File: src/rtl/mux_sel_arbiter_if.sv
// Requester-side bundle for the shared 10:1 select mux arbiter.
interface mux_sel_arbiter_if;
    localparam int unsigned N  = 10;
    localparam int unsigned SW = 4;

    logic [N-1:0]  req;
    logic          rel;
    logic [N-1:0]  gnt;
    logic [SW-1:0] sel;
    logic          busy;
    logic          timeout;

    modport master (output req, rel, input gnt, sel, busy, timeout);
    modport slave  (input req, rel, output gnt, sel, busy, timeout);
endinterface

File: src/rtl/mux_sel_arbiter.sv
// Round-robin owner arbiter for the 10:1 select mux; drives one-hot gnt and binary sel.
// Optional grant watchdog built when MUX_SEL_ARB_TIMEOUT_EN is defined.
module mux_sel_arbiter #(
    parameter int unsigned MAX_HOLD = 16
) (
    input  logic             clk,
    input  logic             rst_n,
    mux_sel_arbiter_if.slave bus
);
    localparam int unsigned   N    = 10;
    localparam int unsigned   SW   = 4;
    localparam int unsigned   CW   = 5;
    localparam logic [SW-1:0] LAST = SW'(N - 1);

    typedef enum logic [1:0] {
        IDLE  = 2'd0,
        GRANT = 2'd1,
        GAP   = 2'd2
    } state_t;

    state_t        state_q, state_d;
    logic [N-1:0]  gnt_q, gnt_d;
    logic [SW-1:0] sel_q, sel_d;
    logic [SW-1:0] ptr_q, ptr_d;
    logic          busy_q, busy_d;
    logic [SW-1:0] pick_c;
    logic          found_c;
    logic          own_c;
    logic          expire_c;
    logic          end_c;

    // First requester at or after ptr, wrapping 9 -> 0
    always_comb begin
        logic [CW-1:0] idx;
        pick_c  = '0;
        found_c = 1'b0;
        idx     = '0;
        for (int unsigned i = 0; i < N; i++) begin
            idx = CW'(ptr_q) + CW'(i);
            if (idx >= CW'(N)) idx = idx - CW'(N);
            if (!found_c && bus.req[SW'(idx)]) begin
                found_c = 1'b1;
                pick_c  = SW'(idx);
            end
        end
    end

    // All end conditions collapse into one release
    assign own_c = bus.req[sel_q];
    assign end_c = (state_q == GRANT) && (bus.rel || !own_c || expire_c);

    always_ff @(posedge clk or negedge rst_n) begin
        if (!rst_n) begin
            state_q <= IDLE;
            gnt_q   <= '0;
            sel_q   <= '0;
            ptr_q   <= '0;
            busy_q  <= 1'b0;
        end else begin
            state_q <= state_d;
            gnt_q   <= gnt_d;
            sel_q   <= sel_d;
            ptr_q   <= ptr_d;
            busy_q  <= busy_d;
        end
    end

    always_comb begin
        state_d = state_q;
        unique case (state_q)
            IDLE:    if (found_c) state_d = GRANT;
            GRANT:   if (end_c)   state_d = GAP;
            GAP:     state_d = IDLE;
            default: state_d = IDLE;
        endcase
    end

    // sel only moves on a new grant; GAP is the mux turnaround cycle
    always_comb begin
        gnt_d  = gnt_q;
        sel_d  = sel_q;
        ptr_d  = ptr_q;
        busy_d = 1'b0;
        unique case (state_q)
            IDLE: begin
                gnt_d = '0;
                if (found_c) begin
                    gnt_d  = N'(1) << pick_c;
                    sel_d  = pick_c;
                    busy_d = 1'b1;
                end
            end
            GRANT: begin
                if (end_c) begin
                    gnt_d = '0;
                    ptr_d = (sel_q == LAST) ? '0 : sel_q + SW'(1);
                end else begin
                    busy_d = 1'b1;
                end
            end
            GAP:     gnt_d = '0;
            default: gnt_d = '0;
        endcase
    end

`ifdef MUX_SEL_ARB_TIMEOUT_EN
    logic [CW-1:0] cnt_q, cnt_d;
    logic          timeout_q, timeout_d;

    assign expire_c = (cnt_q == CW'(MAX_HOLD - 1));

    // Watchdog only reports when it is the sole reason the grant ended
    always_comb begin
        cnt_d     = cnt_q;
        timeout_d = (state_q == GRANT) && expire_c && !bus.rel && own_c;
        if (state_q == IDLE && found_c) begin
            cnt_d = '0;
        end else if (state_q == GRANT && !end_c) begin
            cnt_d = cnt_q + CW'(1);
        end
    end

    always_ff @(posedge clk or negedge rst_n) begin
        if (!rst_n) begin
            cnt_q     <= '0;
            timeout_q <= 1'b0;
        end else begin
            cnt_q     <= cnt_d;
            timeout_q <= timeout_d;
        end
    end

    assign bus.timeout = timeout_q;
`else
    logic unused_hold;
    assign unused_hold = ^(CW'(MAX_HOLD));
    assign expire_c    = 1'b0;
    assign bus.timeout = 1'b0;
`endif

    assign bus.gnt  = gnt_q;
    assign bus.sel  = sel_q;
    assign bus.busy = busy_q;
endmodule

File: src/flat_wrapper.sv
// flat-port wrapper written by rule: the top's interface ports become plain ports
module mux_sel_arbiter_flat 
#(
    parameter int unsigned MAX_HOLD = 16
)
  (clk, rst_n, bus_req, bus_rel, bus_gnt, bus_sel, bus_busy, bus_timeout);
  mux_sel_arbiter_if bus_i ();
  input  logic clk;
  input  logic rst_n;
  input wire logic [$bits(bus_i.req)-1:0] bus_req;
  input wire logic [$bits(bus_i.rel)-1:0] bus_rel;
  output wire logic [$bits(bus_i.gnt)-1:0] bus_gnt;
  output wire logic [$bits(bus_i.sel)-1:0] bus_sel;
  output wire logic [$bits(bus_i.busy)-1:0] bus_busy;
  output wire logic [$bits(bus_i.timeout)-1:0] bus_timeout;
  assign bus_i.req = bus_req;
  assign bus_i.rel = bus_rel;
  assign bus_gnt = bus_i.gnt;
  assign bus_sel = bus_i.sel;
  assign bus_busy = bus_i.busy;
  assign bus_timeout = bus_i.timeout;
  mux_sel_arbiter #(.MAX_HOLD(MAX_HOLD)) u_core (.clk(clk), .rst_n(rst_n), .bus(bus_i));
endmodule
File: config.mk
export PLATFORM = sky130hd
export DESIGN_NAME = mux_sel_arbiter_flat
export DESIGN_NICKNAME = d
export VERILOG_FILES = /design/src/rtl/mux_sel_arbiter_if.sv /design/src/rtl/mux_sel_arbiter.sv /design/src/flat_wrapper.sv
export SDC_FILE = /design/constraint.sdc
export NUM_CORES = 1
export LEC_CHECK = 0
export CORE_ASPECT_RATIO = 1.5
export CORE_UTILIZATION = 30
export DETAILED_ROUTE_END_ITERATION = 16
export HOLD_SLACK_MARGIN = 0.1
export SLEW_MARGIN = 10
export SYNTH_ARGS = -nofsm -noshare
export SYNTH_HDL_FRONTEND = slang
export SYNTH_SLANG_ARGS = --single-unit
File: constraint.sdc
create_clock -name clk -period 12.7 [get_ports clk]
set_clock_uncertainty 0.05 [all_clocks]
set_input_delay 3.81 -clock clk [delete_from_list [all_inputs] [get_ports clk]]
set_output_delay 3.81 -clock clk [all_outputs]
set_load 0.01 [all_outputs]
# --- Word level (Yosys, flattened, before mapping) ---
# Index checks and enable logic that the tools add are counted.
word_totals:
  output_inout_bits: 16
  in_bits: 13
  word_cells: 138
  ff_bits: 21
op_classes:
  n_shift: 1
  reduce_logical: 25
  order_cmp: 21
  mux: 62
  eq_ne: 4
  n_addsub: 20
ops:
  columns: ["operator", "count"]
  rows:
  - ["4-bit 2-to-1 mux", 21]
  - ["4-bit by 5-bit less-than comparator with 1-bit output, second input constant", 11]
  - ["5-bit by 4-bit >= comparator with 1-bit output, second input constant", 9]
  - ["1-bit binary-select mux with 4-bit select", 11]
  - ["4-bit subtractor, second input constant", 10]
  - ["1-bit 2-to-1 mux", 23]
  - ["4-bit by 3-bit adder with 5-bit output, second input constant", 4]
  - ["10-bit 2-to-1 mux", 2]
  - ["10-bit one-hot mux with 2 select lines", 1]
  - ["4-bit by 2-bit adder with 5-bit output, second input constant", 2]
  - ["4-bit by 4-bit adder with 5-bit output, second input constant", 2]
  - ["1-bit logical AND", 10]
  - ["1-bit zero test", 10]
  - ["1-bit by 4-bit left shift with 10-bit output, first input constant", 1]
  - ["2-bit AND reduction", 3]
  - ["4-bit by 1-bit adder with 5-bit output, second input constant", 1]
  - ["4-bit by 1-bit adder with 4-bit output, second input constant", 1]
  - ["4-bit equality test, second input constant", 1]
  - ["4-bit >= comparator, second input constant", 1]
  - ["2-bit 2-to-1 mux", 2]
  - ["2-bit by 1-bit != test with 1-bit output, second input constant", 2]
  - ["2-bit one-hot mux with 2 select lines", 1]
  - ["2-bit by 1-bit equality test with 1-bit output, second input constant", 1]
  - ["2-bit zero test", 1]
  - ["2 further kinds", 2]

# --- Depth between registers and ports, before layout ---
# Gate-level depths: netlist (run 1).
logic_depth:
  ltp_word: 35
  ltp_mapped: 21
  ltp_nobuf: 15

# --- Worst setup path before layout (run 1) ---
# Ideal clock, no wire load.
synth_path:
  path_type: "input to register"
  from: "input bus_req[5]"
  to: "register u_core.gnt_q[1], in the netlist u_core.bus.gnt[1]"
  stages: 10
  t_required_ps: 12529
  slack_ps: 6109
  arrival_ps: 6420
  setup_ps: 121
  n_path_buf: 0
  path_cell_list: "mux2_2 a311oi_1 a221oi_1 or3_1 or2_2 nor3_2 nand2_1 o32ai_2 and4bb_1 a22o_1"
synth_between:
  elab_chain_cells: 33
  elab_cells_between_ends: 67
  classes_between: "eq/ne (1); shift (1); mux (44); reduce/logical (21)"
synth_lines:
  columns: ["item", "line_no", "source"]
  rows:
  - ["from (decl)", "flat_wrapper.sv:10", "input wire logic [$bits(bus_i.req)-1:0] bus_req;"]
  - ["1-bit binary-select mux with 4-bit select", "mux_sel_arbiter.sv:41", "if (!found_c && bus.req[SW'(idx)]) begin"]
  - ["1-bit 2-to-1 mux (not written as such)", "mux_sel_arbiter.sv:41", null]
  - ["1-bit 2-to-1 mux", "mux_sel_arbiter.sv:41", null]
  - ["1-bit zero test", "mux_sel_arbiter.sv:41", null]
  - ["1-bit logical AND", "mux_sel_arbiter.sv:41", null]
  - ["1-bit 2-to-1 mux", "mux_sel_arbiter.sv:41", null]
  - ["1-bit zero test", "mux_sel_arbiter.sv:41", null]
  - ["1-bit logical AND", "mux_sel_arbiter.sv:41", null]
  - ["[17 not listed]", null, null]
  - ["1-bit logical AND", "mux_sel_arbiter.sv:41", null]
  - ["1-bit 2-to-1 mux", "mux_sel_arbiter.sv:41", null]
  - ["1-bit zero test", "mux_sel_arbiter.sv:41", null]
  - ["1-bit logical AND", "mux_sel_arbiter.sv:41", null]
  - ["4-bit 2-to-1 mux", "mux_sel_arbiter.sv:41", null]
  - ["1-bit by 4-bit left shift with 10-bit output", "mux_sel_arbiter.sv:88", "gnt_d = N'(1) << pick_c;"]
  - ["10-bit 2-to-1 mux", "mux_sel_arbiter.sv:87", "if (found_c) begin"]
  - ["10-bit one-hot mux with 2 select lines", "mux_sel_arbiter.sv:84", "unique case (state_q)"]
  - ["to (signal assigned)", "mux_sel_arbiter.sv:61", "gnt_q <= gnt_d;"]
  - ["to (decl)", "mux_sel_arbiter.sv:22", "logic [N-1:0] gnt_q, gnt_d;"]
# Several ways; a longest one is shown, not always the timed one. The select of a mux whose other input is x is not followed.
# A chain may end at the register's enable or synchronous reset.

# --- Final worst setup path (run 1) ---
layout_path:
  from: "input bus_req[2]"
  to: "register u_core.gnt_q[3], in the netlist u_core.bus.gnt[3]"
# Same word-level chain as after synthesis.

==> results of run 1 <==
[metal layers]
layer  up-vias  wire length (um)  share of wire, %
met4         0               879               6.3
met3        53               430               3.1
li1       2003                 -                 -
met1      2113              5480                39
met5         -                 0                 0
met2       157              7200                51
[through the flow]
stage	std cells	hold slack (ps)	worst slack (ps)	instance area, sq um
6_report	679	444	5360	4500
5_1_grt	679	465	5040	4500
2_1_floorplan	512	461	6110	4070
3_5_place_dp	675	423	5100	4420
3_3_place_gp	675	433	5190	4420
4_1_cts	679	447	5350	4500
[final timing paths]
path / from / endpoint / slack, ps
setup / recovery: bus_req[2] / u_core.bus.gnt[3] / 5360
hold / removal: u_core.bus.gnt[4] / u_core.bus.gnt[4] / 440
setup reg to reg: u_core.ptr_q[1] / u_core.bus.gnt[3] / 6340
hold reg to reg: u_core.bus.gnt[4] / u_core.bus.gnt[4] / 440
max in group asynchronous: rst_n / u_core.ptr_q[1] / 7940
min in group asynchronous: rst_n / u_core.bus.gnt[5] / 4050
[sequential cells by signal, indices dropped and copies added, names as in the netlist]
signal,flops
u_core.bus.gnt,10
u_core.bus.sel,4
u_core.ptr_q,4
u_core.state_q,2
u_core.bus.busy,1
[critical path, delay by kind of cell]
kind | cells | cell delay [ps]
muxes | 2 | 950
AOI/OAI and AO/OA | 5 | 1360
and+or+nand+nor | 3 | 860
buffers and inverters | 1 | 450
[logic make-up after synthesis]
logic type / Yosys count
simple gates: 181
other cells: 1
compound gates: 179
buf+inv: 47
fa+ha+maj: 22
mux: 43
flops: 21
xor+xnor: 18
[cells in the final DEF (no fill, tap or decap), types with 6 or more instances in the layout]
master | synthesis | final
clkdlybuf4s50_1 | 0 | 27
a221oi_1 | 9 | 9
o21ai_0 | 29 | 29
ha_1 | 21 | 21
a211oi_1 | 11 | 11
nor3_1 | 14 | 14
inv_1 | 17 | 17
nand3_1 | 9 | 9
a21oi_1 | 26 | 26
nor2b_1 | 6 | 6
nand2b_1 | 12 | 12
and2_1 | 7 | 7
o31ai_1 | 6 | 6
nor2_1 | 37 | 37
nor4_1 | 7 | 7
dfrtp_1 | 21 | 21
xnor2_1 | 16 | 16
o211ai_1 | 11 | 11
o22ai_1 | 7 | 7
mux2_2 | 13 | 13
nand2_1 | 43 | 43
mux2i_1 | 24 | 24
[area by class of cell]
type / instances / area, sq um / area share [%]
Tap cell: 159 / 199 / 4.42
Timing Repair Buffer: 31 / 300 / 6.67
Inverter: 20 / 77.6 / 1.72
Clock inverter: 1 / 5.00 / 0.111
Sequential cell: 21 / 526 / 11.7
Clock buffer: 3 / 75.1 / 1.67
Multi-Input combinational cell: 444 / 3320 / 73.7
==> flow_summary.yaml, run 1 <==
flow_run:
  cap_violations: 0
critical_path:
  r2r_cells: 15
  crit_path_top_delay_cell: "mux2i_1"
  slowest_delay_ps: 560
  path_cells: "clkdlybuf4s50_1 -> mux2i_1 -> mux4_2 -> a221oi_1 -> o21ai_0 -> o21ai_0 -> nor3_2 -> nand2_1 -> o32ai_2 -> and4bb_1 -> a22o_1"
  cp-start-kind: "input port"
  required_ps: 12800
  cp.arrival_ps: 7440
  criticalPathCategory: "input port to flop"
  critPathMostFrequentCell: "o21ai_0"
  critPathCaptureType: "flop"
  cp_max_fo: 8
global_routing:
  met3_usage_pct: 1.40
  grt_util_all_layers_pct: 20.0
  grt_first_pass_wirelength_um: 22500
  grtUsageMet1_pct: 21.6
  met2_usage_pct: 37.7
  antenna_found_initial: 0
  grt_max_degree: 40
  grt_pass1_vias: 4310
  overflow: 0
  grt.busiest_layer: "met2"
yosys:
  synth_cells: 512
  synth_top_area_share_pct: 12.9
  yosys-top-cells-area: "dfrtp_1, ha_1, mux2i_1"
  ys_types: 95
  synth-simple-area-share_pct: 24.3
  synth_edf_count: 0
  yosys_warnings: 0
  synthMuxAreaShare_pct: 12.8
  synth_top_family_by_area: "compound AO/OA/AOI/OAI gates"
  ys_seq_elements: 21
  synth-xor-area-share_pct: 4.34
  synth-adder-area-share_pct: 6.95
  synth_top_cell_by_area: "dfrtp_1"
  syn_avg_cell_area_sq_um: 7.94
  synth_seq_area_share_pct: 12.9
  synth.most_common_cell: "nand2_1"
  synth_area_sq_mm: 0.00407
  syn-num-nets: 547
  ys_async_sr_fraction_pct: 100
  synth_compound_area_share_pct: 32.9
  synth_flop_cell: "dfrtp_1"
  ys_top_cells_by_count: "nand2_1, nor2_1, o21ai_0"
sta:
  finalCritPeriodShare_pct: 57.8
  relSlewSlack_pct: 32.8
  fmax_ghz: 0.136
  grt_setup_unrepaired: "no"
  hold_viol_final: 0
  worst_pin_slew_ps: 1010
  finalCriticalPeriod_ps: 7340
  finalSetupViolCount: 0
  setup_tns_ps: 0
  final_max_slew_viol_count: 0
run_status:
  status: "completed"
clock_tree:
  cts_made_buffers: 3
  cts_sinks: 21
  insertion_delay_ps: 260
  path_clk_slew_ps: 60
  htree_levels: 1
  clock_path_buffers: 2
  root_buffer: "clkbuf_16"
  cts_tree: "built"
  cts_setup_buffers: 0
  postCtsHoldBufs: 0
  cts_resized: 0
placement:
  dp_hpwl_um: 11000
  gp_congestion: 1.02
  numPortBuffers: 27
floorplanning:
  ios: 29
  die_width_um: 97.1
  die_area_sq_mm: 0.0140
  core_area_sq_mm: 0.0131
  die_height_um: 145
  rows: 51
  initial_core_util_pct: 31.1
routing:
  drcViolationCount: 0
  wirelength_um: 14000
  vias_per_cell: 6.37
  drt_iter0_drc: 281
  post_drt_wl_per_cell_um: 20.6
  num_vias: 4326
  drtAntennaViolNets: 0
  first_pass_iters: 5
finish:
  area_growth_pct: 10.6
  fillers: 1365
  fin_nets: 556
  post-route-util_pct: 34.4
  antenna_cells: 0
  drive_above_1_share_pct: 10.4
min_path:
  min_path_type: "flop to flop"
  whs_path_depth: 1
Power of run 1 is left out: the tool's default activity adds up to more than one toggle a clock period on the data nets, which glitch-free logic cannot reach.
==> run 2, diff against run 1 <==
==> constraint.sdc (replaced) <==
create_clock -name clk -period 7.5 [get_ports clk]
set_clock_uncertainty 0.05 [all_clocks]
set_input_delay 2.25 -clock clk [delete_from_list [all_inputs] [get_ports clk]]
set_output_delay 2.25 -clock clk [all_outputs]
set_load 0.01 [all_outputs]
==> flow_summary.yaml, run 2 (same netlist as run 1, synthesis figures left out) <==
critical_path:
  critPathLaunch: "bus_req[2]"
  critPathCaptureType: "flop"
  cp-start-kind: "input port"
  crit_path_top_delay_cell: "mux2i_1"
  path_delay_family: "compound AO/OA/AOI/OAI gates"
  path_cells: "clkdlybuf4s50_1 -> mux2i_1 -> mux4_2 -> a221oi_1 -> o21ai_0 -> o21ai_0 -> nor4b_1 -> a2bb2oi_1 -> o2bb2ai_1 -> a22o_4 -> o41ai_2"
  slowest_delay_ps: 630
  cp_max_fo: 8
  r2r-start: "u_core.ptr_q[1]"
  path_buf_inv: 1
  criticalPathCategory: "input port to flop"
  critPathMostFrequentCell: "o21ai_0"
  required_ps: 7610
  cp.arrival_ps: 6030
routing:
  num_vias: 4394
  post_drt_wl_per_cell_um: 20.6
  drtAntennaViolNets: 0
  drt_iter0_drc: 280
  drcViolationCount: 0
  wirelength_um: 14100
  vias_per_cell: 6.43
  first_pass_iters: 5
sta:
  grt_setup_unrepaired: "no"
  fmax_ghz: 0.169
  final_max_slew_viol_count: 0
  worst_pin_slew_ps: 1080
  hold_viol_final: 0
  finalCritPeriodShare_pct: 78.9
  finalCriticalPeriod_ps: 5920
  relSlewSlack_pct: 28.0
  setup_tns_ps: 0
  whs_ps: 438
  finalSetupViolCount: 0
global_routing:
  grt_util_all_layers_pct: 20.1
  grt_first_pass_wirelength_um: 22500
  grt_pass1_vias: 4238
  grt_max_degree: 39
  antenna_found_initial: 0
  overflow: 0
clock_tree:
  cts_tree: "built"
  postCtsHoldBufs: 0
  cts_sinks: 21
  insertion_delay_ps: 250
  htree_levels: 1
  cts_resized: 0
  root_buffer: "clkbuf_16"
  cts_made_buffers: 3
  clock_path_buffers: 2
  path_clk_slew_ps: 60
  cts_setup_buffers: 0
finish:
  largest_reg_flops: 10
  area_growth_pct: 11.4
  postLayoutCellArea_sq_mm: 0.00453
  final_cell_mix: "nand2_1, nor2_1, o21ai_0"
  drive_above_1_share_pct: 11.1
  antenna_cells: 0
  fin_nets: 560
  layout_commonest_cell: "nand2_1"
placement:
  placed_area_sq_mm: 0.00445
  gp_congestion: 1.02
  dp_hpwl_um: 11000
  numPortBuffers: 27
min_path:
  min_path_type: "flop to flop"
  min-delay-start: "u_core.bus.gnt[2]"
floorplanning:
  die_width_um: 97.1
  rows: 51
  die_area_sq_mm: 0.0140
  die_height_um: 145
  initial_core_util_pct: 31.1
  core_area_sq_mm: 0.0131
  ios: 29
run_status:
  status: "completed"
flow_run:
  cap_violations: 0
==> run 2: cell count changes in the layout (fill, tap and decap cells not counted) <==
cell,delta
buf_4,+4
==> run 2: final timing paths <==
path	to	slack [ps]	cells past startpoint
min	u_core.bus.gnt[2]	440	2
min in group asynchronous	u_core.bus.gnt[4]	2470	1
min reg2reg	u_core.bus.gnt[2]	440	2
max	u_core.bus.gnt[2]	1580	11
max in group asynchronous	u_core.ptr_q[0]	4360	1
max reg2reg	u_core.bus.gnt[3]	2040	17
==> run 2: area by class of cell <==
type | count | area [sq um]
Fill cell | 1339 | 8550
Multi-Input combinational cell | 444 | 3320
Sequential cell | 21 | 526
Timing Repair Buffer | 35 | 330
Tap cell | 159 | 199
Inverter | 20 | 77.6
Clock buffer | 3 | 75.1
Clock inverter | 1 | 5.00
==> run 2: worst register-to-register path: stages (launching register included) <==
cell,delay [ps]
dfrtp_1,360
buf_4,210
inv_1,90
buf_4,240
ha_1,280
buf_4,200
inv_1,380
ha_1,360
a21oi_1,80
o32ai_1,810
nor4_1,170
a221oi_1,600
o2111a_1,270
or3b_1,350
o211a_1,140
o32ai_2,290
and4bb_1,290
a22o_1,190
==> run 2: metrics by stage <==
step | worst slack (ps) | instances | utilization [%]
after floorplan | 2470 | 512 | -
after global placement | 1520 | 679 | 34.0
after detailed placement | 1430 | 679 | 34.0
after CTS | 1700 | 683 | 34.6
after global routing | 1350 | 683 | 34.6
final | 1580 | 683 | 34.6
==> run 2: routing by layer <==
layer	vias up	routed length [um]	track usage (%)
li1	2011	-	-
met1	2128	5370	22.4
met2	188	7110	37.0
met3	67	593	1.40
met4	0	990	13.0
met5	-	0	0
Power of run 2 is left out for the same reason.
==> run 3, diff against run 2 <==
==> constraint.sdc (replaced) <==
create_clock -name clk -period 4.9 [get_ports clk]
set_clock_uncertainty 0.05 [all_clocks]
set_input_delay 1.47 -clock clk [delete_from_list [all_inputs] [get_ports clk]]
set_output_delay 1.47 -clock clk [all_outputs]
set_load 0.01 [all_outputs]
==> flow_summary.yaml, run 3 (same netlist as run 1, synthesis figures left out) <==
run_status:
  status: "completed"
sta:
  finalCritPeriodShare_pct: 96.5
  final_max_slew_viol_count: 0
  whs_ps: 447
  fmax_ghz: 0.211
  grt_setup_unrepaired: "no"
  relSlewSlack_pct: 33.3
  finalSetupViolCount: 0
  setup_tns_ps: 0
  finalCriticalPeriod_ps: 4730
  worst_pin_slew_ps: 998
  fin_ws_ps: 170
  hold_viol_final: 0
placement:
  gp_congestion: 0.972
  dp_hpwl_um: 12200
  place_ws_ps: -155
  numPortBuffers: 27
flow_run:
  cap_violations: 0
global_routing:
  grt_util_all_layers_pct: 21.7
  antenna_found_initial: 0
  grt_max_degree: 38
  grt_pass1_vias: 4597
  grt_first_pass_wirelength_um: 24100
  overflow: 0
routing:
  drt_iter0_drc: 220
  first_pass_iters: 5
  num_vias: 4504
  drcViolationCount: 0
  wirelength_um: 15000
  vias_per_cell: 6.15
  drtAntennaViolNets: 0
  post_drt_wl_per_cell_um: 20.5
clock_tree:
  clock_path_buffers: 2
  postCtsHoldBufs: 0
  cts_tree: "built"
  path_clk_slew_ps: 60
  cts_sinks: 21
  htree_levels: 1
  cts_made_buffers: 3
  cts_setup_buffers: 0
  root_buffer: "clkbuf_16"
  cts_resized: 0
  insertion_delay_ps: 270
floorplanning:
  initial_core_util_pct: 31.1
  core_area_sq_mm: 0.0131
  rows: 51
  die_height_um: 145
  die_width_um: 97.1
  ios: 29
  die_area_sq_mm: 0.0140
finish:
  layout_commonest_cell: "buf_4"
  area_growth_pct: 21.3
  largest_reg_flops: 10
  post-route-util_pct: 37.7
  final_cell_mix: "buf_4, nand2_1, nor2_1"
  antenna_cells: 0
  fin_nets: 609
  drive_above_1_share_pct: 19.9
critical_path:
  cp-start-kind: "input port"
  path_cells: "clkdlybuf4s50_1 -> mux2i_2 -> mux4_2 -> a211oi_1 -> buf_4 -> o21ai_0 -> o211a_1 -> nand2_1 -> or4_4 -> nand2b_4 -> a2bb2oi_1 -> nand2b_4 -> o41ai_1"
  cp.arrival_ps: 4820
  critPathMostFrequentCell: "nand2b_4"
  slowest_delay_ps: 470
  critPathCaptureType: "flop"
  criticalPathCategory: "input port to flop"
  cp_max_fo: 7
  required_ps: 5000
  crit_path_top_delay_cell: "or4_4"
min_path:
  min_path_type: "flop to flop"
## run 3: cell count changes in the layout (fill, tap and decap cells not counted)
cell,change
buf_4,+49
a221oi_1,-3
a221oi_2,+3
a311oi_1,-1
a311oi_2,+1
mux2i_1,-1
mux2i_2,+1
o21a_1,-1
o21a_2,+1
o2bb2ai_1,-1
o2bb2ai_2,+1
## run 3: path summary, 6_finish.rpt
kind                              startpoint                end  slack [ps]  cells after the start
min reg2reg                u_core.bus.gnt[5]  u_core.bus.gnt[5]         450                      1
max                               bus_req[5]  u_core.bus.gnt[0]         170                     13
min in group asynchronous              rst_n  u_core.bus.gnt[4]        1710                      1
max in group asynchronous              rst_n  u_core.bus.gnt[5]        2490                      1
min                        u_core.bus.gnt[5]  u_core.bus.gnt[5]         450                      1
max reg2reg                  u_core.ptr_q[1]  u_core.bus.gnt[0]         250                     15
## run 3: area by class of cell
cell class,count,area (sq um)
Fill cell,1322,8150
Multi-Input combinational cell,444,3350
Timing Repair Buffer,84,698
Sequential cell,21,526
Tap cell,159,199
Inverter,20,77.6
Clock buffer,3,75.1
Clock inverter,1,5.00
## run 3: layer usage
layer	track usage (%)	part of all wire [%]
met4	16.1	7.6
met2	40.9	52
met3	1.74	3.5
met5	0	0
met1	22.5	37
## run 3: through the flow
step           instance area, sq um  std cells
5_1_grt                        4930        732
4_1_cts                        4900        732
6_report                       4930        732
3_3_place_gp                   4820        728
3_5_place_dp                   4820        728
2_1_floorplan                  4070        512
## run 3: critical path, delay by kind of cell
kind / cells / cell delay, ps
AOI/OAI and AO/OA: 5 / 1100
muxes: 2 / 680
buffers and inverters: 2 / 600
and+or+nand+nor: 4 / 960
Power of run 3 is left out for the same reason.
